$ cat config.mk
export PLATFORM = sky130hd
export DESIGN_NAME = sat_counter
export DESIGN_NICKNAME = d
export VERILOG_FILES = /design/src/rtl/ber_checker_sat_counter.sv
export SDC_FILE = /design/constraint.sdc
export NUM_CORES = 1
export LEC_CHECK = 0
export ABC_AREA = 1
export BUFFER_PORTS_ARGS = -buffer_cell sky130_fd_sc_hd__buf_2
export CELL_PAD_IN_SITES_DETAIL_PLACEMENT = 1
export CELL_PAD_IN_SITES_GLOBAL_PLACEMENT = 1
export CORE_ASPECT_RATIO = 1.1
export CORE_MARGIN = 1.5
export CORE_UTILIZATION = 45
export CTS_BUF_LIST = sky130_fd_sc_hd__clkbuf_8
export DETAILED_ROUTE_END_ITERATION = 16
export PLACE_DENSITY = 0.93
export SETUP_SLACK_MARGIN = 0.5
export SLEW_MARGIN = 20
export SYNTH_ARGS = -nofsm -noshare
export SYNTH_HDL_FRONTEND = slang
export SYNTH_SLANG_ARGS = --single-unit
$ cat constraint.sdc
create_clock -name clk -period 4.4 [get_ports clk]
set_input_delay 0.22 -clock clk [delete_from_list [all_inputs] [get_ports clk]]
set_output_delay 0.22 -clock clk [all_outputs]
set_load 0.005 [all_outputs]
$ cat src/rtl/ber_checker_sat_counter.sv
// Saturating up-counter with synchronous clear; holds at all-ones
// instead of wrapping.
module sat_counter #(
   parameter int W = 64
) (
   input  logic         clk,
   input  logic         rst,
   input  logic         clr,
   input  logic         inc,
   output logic [W-1:0] cnt
);
   always_ff @(posedge clk or posedge rst) begin
      if (rst)
         cnt <= '0;
      else if (clr)
         cnt <= '0;
      else if (inc && (cnt != '1))
         cnt <= cnt + 1'b1;
   end
endmodule

Word-level counts from Yosys, hierarchy flattened
Cells that the tools add are included.

$add $sub $neg: 1. Reductions and logical operators: 2. Div/mod/pow operators: 0. Bitwise operators: 0. Multiplexer cells: 2. Magnitude comparators: 0. Eq/ne operators: 1. Multiply operators: 0. Shifts and indexed selects: 0.

Operator list (count): 64-bit two-way mux (2); 64-bit by 1-bit adder with 64-bit output, second input constant (1); 64-bit != test, second input constant (1); 2-bit nonzero test (1); 1-bit logical AND (1).

Register bits after elaboration: 64. Bits in writable memories: 0. Output and inout bits: 64. Memories: 0. Memory bits (read-only): 0. Input port bits: 4. Bits in latches: 0.

Logic depth before layout (Yosys ltp)
Depth in word-level cells: 4. Depth in mapped cells: 12.

Least setup slack after synthesis
No wires, ideal clock.

Path kind: reg-to-reg. Start: register cnt[0]. End: register cnt[59]. Setup time: 0.119 ns. Buffers on the path: 1. Required time: 4.281 ns. Clock period less this slack: 1.788 ns. Data arrival time: 1.670 ns. Setup slack: 2.612 ns. Cell stages (with the launch flop): 13. Cells stage by stage: dfrtp_1 -> ha_1 -> nand2_1 -> nor2_4 -> nand2_4 -> nor2_8 -> nand2_2 -> nor2_4 -> o21ai_2 -> clkinv_4 -> buf_6 -> nand2_1 -> nand2_1.

Word-level cells in the longest chain between the ends: 3.

Ends and longest elaborated chain: start: declaration (line 10) `output logic [W-1:0] cnt`; start signal: assignment (line 18) `cnt <= cnt + 1'b1;`; 64-bit by 1-bit adder with 64-bit output or 64-bit != test (tied branches) (line 18, 17); 64-bit two-way mux or 1-bit logical AND (tied branches) (line 17) `else if (inc && (cnt != '1))`; 64-bit two-way mux or 2-bit nonzero test (tied branches).

Parallel ways exist; a longest one is shown, timed or not. The select of a mux whose other input is x is not followed. A chain may end at the register's enable or synchronous reset.

Final worst setup path
Start: register cnt[0]. End: register cnt[31].

Same word-level chain as after synthesis.

==> metrics.md <==
| Metric | Value |
|---|---|
| GR Util All Layers | `0.317` |
| Synth Area in Adders | `0.00271` |
| Clk buf depth | `2` |
| Final Hold Viols | `0` |
| Max reg flops | `64` |
| Critical path class | `reg -> reg` |
| Critical Path Source Type | `flop` |
| Row cnt | `38` |
| Syn Inst Count | `around 740` |
| Area contributors post-synth | `dfrtp_1 (35%), nand2_1 (26%), nor2_1 (11%)` |
| Biggest regs | `cnt (64)` |
| Sw Pwr | `roughly 0.29 mW` |
| Fin cells | `926` |
| Post-cts repair resize count | `0` |
| Most flops, register | `cnt` |
| Layout cells sized above 1 | `0.128` |
| Main combinational cell family by area after synthesis | `simple AND/OR/NAND/NOR gates` |
| Yosys warning count | `0` |
| Placeable Area | `9940 um2` |
| Clk sink count | `64` |
| CP Cell Sequence | `ha_1, nand2_1, nor2_4, nand2_4, nor2_8, nand2_2, nor2_4, o21ai_2, buf_4, clkinv_4, nand2_1, nand2_1` |
| Post-synthesis compound-gate area fraction | `0.0469` |
| First DRT Iteration DRCs | `279` |
| Post-DP HPWL | `12100 um` |
| Top Ports | `68` |
| Mux share of post-synthesis cell area | `0` |
| Gate power share | `0.047` |
| Post-Synth XOR/XNOR Area | `0.0417` |
| Pwr/cell area | `226 nW/um2` |
| Die area | `10900 um2` |
| Outcome | `completed` |
| First-pass GRT wire length | `26500 um` |
| Die X | `99.6 um` |
| Worst flop-to-flop path endpoint | `cnt[31]` |
| Root buf cell | `clkbuf_8` |
| Max stage delay on crit path | `0.51 ns` |
| Filler cell count in the final layout | `1403` |
| Peak supply drop | `0.117 mV` |
| Final-report max-slew violation count | `0` |
| HP Class | `in -> async` |
| Most frequent CP cell | `nand2_1` |
| Mean routed wirelength per cell | `17.6 um` |
| Post-Synth Simple-Gate Area | `0.496` |
| Clk_lat worst skew | `roughly 0.37 ns` |
| Via density | `5.59` |
| Critical-path top delay cell | `o21ai_2` |
| Register area | `approximately 1600 um2` |
| R2r setup slk | `1.44 ns` |
| CTS tree | `done` |
| GP Congestion | `0.937` |
| Seq/Total Area, Yosys | `0.347` |
| Met1 WL | `7090 um` |
| Antenna violations before repair | `0` |
| #FFs+latches synth | `64` |
| ANT cells | `0` |
| Unrepaired setup endpoints after global routing | `false` |
| I/O Buffers | `67` |
| Routed via count | `~5.2k` |
| CTS H-tree lvls | `3` |
| Worst reg2reg path depth | `12` |
| Critical Path End Type | `flop` |
| Setup Fix Bufs, Post-CTS | `0` |
| Clk pwr share | `0.450` |
| Max-Cap Viols | `0` |
| Minimum clock period | `2.96 ns` |
| Largest net degree at the start of global routing | `65` |
| Detail Route Antenna Nets | `0` |
| Reg clk slew, reported paths | `around 0.070 ns` |
| Met2 routed WL | `7930 um` |
| Worst Path Arrival | `3.21 ns` |
| First-pass DRT Iterations | `5` |
| Cell Area, Synth | `4620 um2` |
| Switching share of power | `0.248` |
| Fin crit share | `0.673` |
| Number of buffers created by CTS | `9` |
| Vias in the first global route | `5247` |
| Area grow syn2layout | `12.9%` |
| Synth unique cells | `28` |
| Highest Signal Layer | `met4` |
| Final Setup Violations | `0` |
| Total power | `~1.2 mW` |
| DRC viols | `0` |
| Routed wl met3 | `739 um` |
| Footprint of the multi-input gates | `between 2000 and 3000 um2` |
| Cell taking the most area after synthesis | `dfrtp_1` |
| GR Overflow Total | `0` |
| Placed instance count | `910` |
| Max-slew headroom | `0.449` |
| Final Skew | `~0.0095 ns` |
| Syn avg cell area | `6.26 um2` |
| Pint | `between 0.8 and 0.9 mW` |
| Setup TNS | `0 ns` |
| Fmax | `0.338 GHz` |
| CTS Hold Bufs | `0` |
| Die H | `109 um` |
| Seq pwr share | `0.503` |
| Syn Nets | `742` |
| RR Startpoint | `cnt[0]` |
| Nets | `806` |
| Critical Path RT | `4.65 ns` |
| WL final | `16300 um` |
| Least-Margin Pin Slew | `0.826 ns` |
| LEAKAGE | `2.45 nW` |
| Starting Density | `0.465` |
| Crit Path Max Fanout | `61` |
| Share of the synthesized area in the top cell type | `0.347` |
power by group through the flow:
| stage | registers (mW) | logic, mW | clock network, mW |
|---|---|---|---|
| 4_1_cts | 0.591 | 0.0564 | 0.538 |
| 3_3_place_gp | 0.602 | 0.0535 | 0 |
| 2_1_floorplan | 0.603 | 0.0421 | 0 |
| 6_report | 0.591 | 0.0548 | 0.530 |
| 5_1_grt | 0.591 | 0.0606 | 0.562 |
| 3_5_place_dp | 0.603 | 0.0562 | 0 |
Yosys cell counts, drive strengths merged:
cell,instances
nand3b,6
nand4,32
o21bai,11
xnor2,2
dfrtp,64
buf,13
a21oi,13
inv,45
clkbuf,5
nor2,144
xor2,20
o21ai,13
or2,4
clkinv,2
nand2,319
ha,1
nand3,43
layout by cell type (no fill, tap or decap), drive strengths merged, types with 11 or more instances in the layout:
master / synthesis / layout
nand4: 32 / 32
o21bai: 11 / 11
buf: 13 / 71
clkbuf: 5 / 11
inv: 45 / 47
a21oi: 13 / 13
o21ai: 13 / 13
nand3: 43 / 43
nor2: 144 / 144
dfrtp: 64 / 64
nand2: 319 / 319
xor2: 20 / 20
area by class of cell:
type | instances | area share
clock buffer | 11 | 0.0291
clock inverter | 5 | 0.00912
inverter | 47 | 0.0348
multi-input combinational | 608 | 0.521
sequential | 64 | 0.307
tap | 120 | 0.0288
timing repair buffer | 71 | 0.0701
worst max-delay path: cells and delay by family (launching register included):
kind | cells | cell delay [ns]
flops | 1 | 0.41
fa+ha+maj | 1 | 0.22
compound gates | 1 | 0.51
buf+inv | 2 | 0.76
simple gates | 8 | 0.88
per-layer routing:
metal,vias to the layer above,GRT usage
met5,-,0
met4,0,0.158
met3,38,0.0468
met2,172,0.539
met1,2507,0.394
li1,2460,-
cells by family (layout without fill, tap and decap cells):
group,count (synthesis),in the layout
AND/OR/NAND/NOR,548,548
buffers and inverters,65,134
flip-flops,64,64
AO/OA/AOI/OAI,37,37
XOR/XNOR,22,22
adder cells (fa/ha/maj),1,1
stage by stage:
stage | setup slack [ns] | util | area, um2 | hold slack, ns
finish | 1.44 | 0.524 | 5210 | 0.0937
global route | 1.24 | 0.524 | 5210 | 0.161
CTS | 1.47 | 0.524 | 5210 | 0.124
detailed placement | 1.52 | 0.504 | 5010 | 0.520
global placement | 1.72 | 0.504 | 5010 | 0.499
floorplan | 2.58 | - | 4620 | 0.502
worst max-delay path by stage:
stage | from | endpoint | slack [ns] | cells after the start
floorplan | rst | cnt[0] | 2.58 | 1
global placement | cnt[0] | cnt[57] | 1.72 | 12
detailed placement | cnt[0] | cnt[32] | 1.52 | 12
CTS | cnt[0] | cnt[31] | 1.47 | 12
global route | cnt[0] | cnt[31] | 1.24 | 12
finish | cnt[0] | cnt[31] | 1.44 | 12
Power figures use the tool's default switching activity.
